==> src/rtl/scan_decoder.sv <==
// Registered N-to-2^N one-hot decoder with enable, output polarity select and
// an auto-scan mode whose index walks every output at a prescaled rate.
module scan_decoder #(
   parameter int unsigned N          = 3,
   parameter int unsigned DIV        = 1,
   parameter int unsigned ACTIVE_LOW = 0
) (
   input  logic              clk,
   input  logic              rst,
   input  logic              en,
   input  logic              mode,
   input  logic              load,
   input  logic [N-1:0]      I,
   output logic [2**N-1:0]   Y,
   output logic [N-1:0]      idx,
   output logic              wrap
);

   localparam int unsigned W  = 2 ** N;
   localparam int unsigned PW = (DIV > 1) ? $clog2(DIV) : 1;

   localparam logic [PW-1:0] PRE_LAST = PW'(DIV - 1);
   localparam logic [N-1:0]  IDX_LAST = '1;
   localparam logic [W-1:0]  Y_IDLE   = (ACTIVE_LOW != 0) ? '1 : '0;

   logic [PW-1:0] pre;
   logic [PW-1:0] pre_nxt;
   logic [N-1:0]  idx_nxt;
   logic          wrap_nxt;
   logic          act_nxt;
   logic [W-1:0]  hot;
   logic [W-1:0]  y_nxt;

   // Next index / prescaler / wrap; load and direct mode share the preset path
   always_comb begin
      idx_nxt  = idx;
      pre_nxt  = pre;
      wrap_nxt = 1'b0;
      act_nxt  = 1'b0;
      if (en) begin
         act_nxt = 1'b1;
         if (!mode || load) begin
            idx_nxt = I;
            pre_nxt = '0;
         end else if (pre == PRE_LAST) begin
            idx_nxt  = idx + N'(1);
            pre_nxt  = '0;
            wrap_nxt = (idx == IDX_LAST);
         end else begin
            pre_nxt = pre + PW'(1);
         end
      end
   end

   // Decode the next index so Y and idx always agree in the same cycle
   always_comb begin
      hot   = W'(1) << idx_nxt;
      y_nxt = Y_IDLE;
      if (act_nxt) begin
         y_nxt = (ACTIVE_LOW != 0) ? ~hot : hot;
      end
   end

   always_ff @(posedge clk) begin
      if (rst) begin
         idx  <= '0;
         pre  <= '0;
         wrap <= 1'b0;
         Y    <= Y_IDLE;
      end else begin
         idx  <= idx_nxt;
         pre  <= pre_nxt;
         wrap <= wrap_nxt;
         Y    <= y_nxt;
      end
   end

endmodule

==> config.mk <==
export PLATFORM = sky130hd
export DESIGN_NAME = scan_decoder
export DESIGN_NICKNAME = d
export VERILOG_FILES = /design/src/rtl/scan_decoder.sv
export SDC_FILE = /design/constraint.sdc
export NUM_CORES = 1
export LEC_CHECK = 0
export CAP_MARGIN = 40
export CORE_MARGIN = 3
export CORE_UTILIZATION = 37
export CTS_CLUSTER_DIAMETER = 30
export DETAILED_ROUTE_END_ITERATION = 7
export PLACE_DENSITY = 0.72
export SLEW_MARGIN = 20
export SYNTH_ARGS = -nofsm -noshare
export SYNTH_HDL_FRONTEND = slang
export SYNTH_SLANG_ARGS = --single-unit
==> constraint.sdc <==
create_clock -name clk -period 1.55 [get_ports clk]
set_clock_uncertainty 0.15 [all_clocks]
set_input_delay 0.465 -clock clk [delete_from_list [all_inputs] [get_ports clk]]
set_output_delay 0.465 -clock clk [all_outputs]
set_load 0.01 [all_outputs]
=== Yosys cells after proc, flatten, opt, wreduce, memory -nomap -nowiden ===
Index checks and enable logic that the tools add are counted.

* Flip-flop bits (word level): 13
* Input bits: 8
* Output and inout port bits: 12

* $add $sub $neg: 2
* Equality and inequality tests: 1
* Shifts and indexed selects: 1
* Muxes and demuxes: 6
* Bitwise gates (word level): 2
* Reduce and logical (&&, ||, !) cells: 4

{| class="wikitable"
|+ Operators by type and width
! operator !! count
|-
| two-way mux 3 bit || 3
|-
| << shifter 1 x 3 -> 8 bit, first input constant || 1
|-
| OR reduction 4 bit || 1
|-
| adder 3 x 1 -> 3 bit, second input constant || 1
|-
| equality test 3 bit, second input constant || 1
|-
| two-way mux 1 bit || 3
|-
| inverter 1 bit || 2
|-
| OR reduction 2 bit || 1
|-
| adder 1 bit, second input constant || 1
|-
| logical NOT 1 bit || 1
|-
| logical OR 1 bit || 1
|}

=== Longest topological paths before layout ===
* Depth after elaboration: 5
* Mapped depth: 5
* Depth with buffers taken out: 5

=== Least setup slack after synthesis ===
OpenSTA, ideal clock, no wires.

* Path type: reg2reg
* Start point: reg idx[0]
* End point: reg Y[4]
* Arrival time: 1.488 ns
* Path slack: -0.205 ns
* Cell stages (with the launch flop): 6
* Path buffers: 0
* Cell sequence: dfxtp_1 -> ha_1 -> ha_1 -> and4bb_2 -> a31oi_1 -> and4bb_1

* Longest elaborated chain between the ends: 5

{| class="wikitable"
|+ Ends and longest elaborated chain
! what !! RTL line !! source
|-
| from (decl) || 15 || <nowiki>output logic [N-1:0] idx,</nowiki>
|-
| from (signal assigned) || 71 || <nowiki>idx <= idx_nxt;</nowiki>
|-
| adder 3 x 1 -> 3 bit || 46 || <nowiki>idx_nxt = idx + N'(1);</nowiki>
|-
| two-way mux 3 bit || 45 || <nowiki>end else if (pre == PRE_LAST) begin</nowiki>
|-
| two-way mux 3 bit || 42 || <nowiki>if (!mode || load) begin</nowiki>
|-
| two-way mux 3 bit * || 40 || <nowiki>if (en) begin</nowiki>
|-
| << shifter 1 x 3 -> 8 bit * || 57 || <nowiki>hot = W'(1) << idx_nxt;</nowiki>
|-
| to (signal assigned) || 74 || <nowiki>Y <= y_nxt;</nowiki>
|-
| to (decl) || 14 || <nowiki>output logic [2**N-1:0] Y,</nowiki>
|}

Every way passes the cells marked *; elsewhere a longest branch is shown, timed or not.
A chain may end at the register's enable or synchronous reset.

=== Worst setup path in the final report ===
Same ends and word-level chain as after synthesis.

==> summary.md <==
| Metric | Value |
|---|---|
| Status | finished, violations left |
| Violated checks | setup timing |
| Min cycle time layout | roughly 1.6 ns |
| Routed Antenna Nets | 0 |
| Cell Area, Placed | approximately 860 µm² |
| Syn avg cell area | approximately 11 µm² |
| CP Class | flop to flop |
| P_leak | slightly above 0.0004 µW |
| Routed WL | between 1 and 1.5 mm |
| Wirelength per Cell | 14.0 µm |
| Crit-path slowest cell | dfxtp_4 |
| Total power per unit cell area | ~750 nW/µm² |
| Worst-Skew Late Latency | ~0.27 ns |
| CTS H-Tree Depth | 1 |
| CTS Hold Bufs | 0 |
| Pre-antenna DRT Iters | 3 |
| Worst EP arrival | 1.62 ns |
| Core ar. | 1350 µm² |
| Synth Cell Area | 551 µm² |
| Post-synth top area share | between 40% and 50% |
| Final Hold Fails | 0 |
| Post-synth EDFFs | 0 |
| Global-route wire length before repair | roughly 2.2 mm |
| Number of global-route vias before repair | slightly below 500 |
| RSZ-0062 raised after global routing | yes |
| Vias/cell | 5.29 |
| IO Pins | 20 |
| GRT Util Overall | between 10% and 20% |
| Synth area leaders | dfxtp_1 (44%), nor3b_2 (6.8%), nor4b_2 (5.5%), a31oi_1 (4.5%), and4bb_1 (4.5%) |
| Post-DP HPWL | approximately 900 µm |
| Synth-to-Final Area Change | 70.7% |
| Setup bufs post-CTS | 0 |
| Post-route cell area | roughly 940 µm² |
| Sequential share of the synthesized area | a little over two fifths |
| Critical-path cell list | ha_4 > ha_4 > and4bb_2 > a31oi_4 > and4bb_1 |
| DRC | 0 |
| Most frequent cells in the layout | dlygate4sd2_1 (12), dfxtp_1 (9), buf_4 (9) |
| Clock buffer count from CTS | 3 |
| Sink Count | 12 |
| Setup TNS | -0.0695 ns |
| Max FO, Critical Path | 5 |
| Nets | 91 |
| Critical Path Sink Type | flop |
| DIE AREA | slightly below 2000 µm² |
| DRT iter0 DRCs | 1 |
| Vert. Die Dim | about 45 µm |
| FFs w/ async S/R, synth | 0% |
| Worst slew margin | between 80% and 90% |
| CTS tree | done |
| Crit path top cell by count | ha_4 |
| Synth area leader | dfxtp_1 |
| Chip width | 44.6 µm |
| Clock transition at the registers of the reported paths | ~0.080 ns |
| # port buffers | 19 |
| Final Slew Violations | 0 |
| Power Total | 708 µW |
| Initial cell density of the core | around two fifths |
| Placed instance count | 90 |
| #FFs+latches synth | 12 |
| Pin count of the biggest net entering global routing | 11 |
| GP Congestion | 0.842 |
| FP Rows | 13 |
| Vias | roughly 500 |
| Cell family with most CP delay | simple AND/OR/NAND/NOR gates |
| Min-delay worst type | flop to flop |
| Final worst-path cycle share | 104% |
| Slowest stage delay, CP | between 0.3 and 0.4 ns |
| VDD IR-drop max | 0.000371 V |
| YS warnings | 0 |
| Cells after Synth | 48 |
| Grt total ovfl | 0 |
| Initial antenna violation count | 0 |
| ANT cells | 0 |
| Worst Path Required | about 1.6 ns |
| Distinct cells, synth | 18 |
| FMAX | 621 MHz |
| Layout cells sized above 1 | between 40% and 50% |
| Ys flop type | dfxtp_1 |
| Worst hold slack | ~0.37 ns |
| Worst setup margin | -0.0598 ns |
| Clk buf depth | 2 |
| Max Cap Violations | 0 |
| Clk root buf | clkbuf_4 |
| Actual slew at the worst max-slew pin | 0.285 ns |
| Fillers | 110 |
| Most common cell after layout, fill and taps aside | dlygate4sd2_1 |
| CP Launch Type | flop |
| # setup viols final | 4 |
| Final non-filler cell total | 95 |
| Synthesized Nets | 58 |
| WP buf/inv | 0 |
==> state kept, by name, indices dropped and copies added, names as in the netlist <==
register  flops
Y             8
idx           3
wrap          1
==> layer usage <==
layer  vias up  wire [µm]  global-route usage, %
li1        249          -                      -
met4         0         26                   10.2
met2        14        661                   26.1
met3         4         70                   1.63
met1       236        572                   17.8
met5         -          0                      0
==> timing repair <==
action	in CTS	in global routing
pin swaps	4	0
gates cloned	1	0
gates resized for setup	25	2
setup endpoints to repair	23	10
==> power breakdown <==
part           switching, µW  leakage (µW)  internal (µW)
Sequential              8.29     0.0000989            319
Combinational           82.4      0.000295           95.2
Clock                    103     0.0000150           99.5
Total                    194      0.000409            514
==> through the flow <==
stage | util (%) | worst slack (ns)
after detailed placement | 63.4 | -0.442
after CTS | 69.4 | -0.0524
after floorplan | - | -0.00679
after global routing | 69.6 | -0.103
final | 69.6 | -0.0598
after global placement | 63.4 | -0.398
==> worst min-delay path: stages, from the launching register on <==
cell      delay, ns
dfxtp_2        0.34
nor2_1         0.09
a211oi_1       0.05
==> Yosys cell counts, types with 2 or more instances <==
cell,count
inv_1,3
and4bb_1,2
mux2i_1,2
nor2_1,3
nor4b_2,2
ha_1,2
a211oi_1,3
nor3b_2,3
nand2b_1,2
a31oi_1,4
nor3_1,3
dfxtp_1,12
and4bb_2,2
==> cell families after synthesis <==
family / after synthesis / synth area share [%]
multiplexers: 2 / 3.64
buffers and inverters: 5 / 4.77
AO/OA/AOI/OAI: 8 / 11.6
adder cells (fa/ha/maj): 2 / 4.54
flip-flops: 12 / 43.6
AND/OR/NAND/NOR: 19 / 31.8
==> cell type report <==
class	count	area, µm²	area share [%]
multi-input combinational	32	383	40.7
inverter	3	11.3	1.20
tap	15	18.8	2.00
timing repair buffer	29	254	27.0
sequential	12	246	26.2
clock buffer	4	26.3	2.80
==> path summary, 6_finish.rpt <==
path         startpoint      to  slack [ns]  cells after the start
max reg2reg      idx[0]    Y[4]       -0.06                      5
max              idx[0]    Y[4]       -0.06                      5
min              idx[1]  idx[1]        0.37                      2
min reg2reg      idx[1]  idx[1]        0.37                      2
No activity file was read; power rests on OpenSTA's default activity.
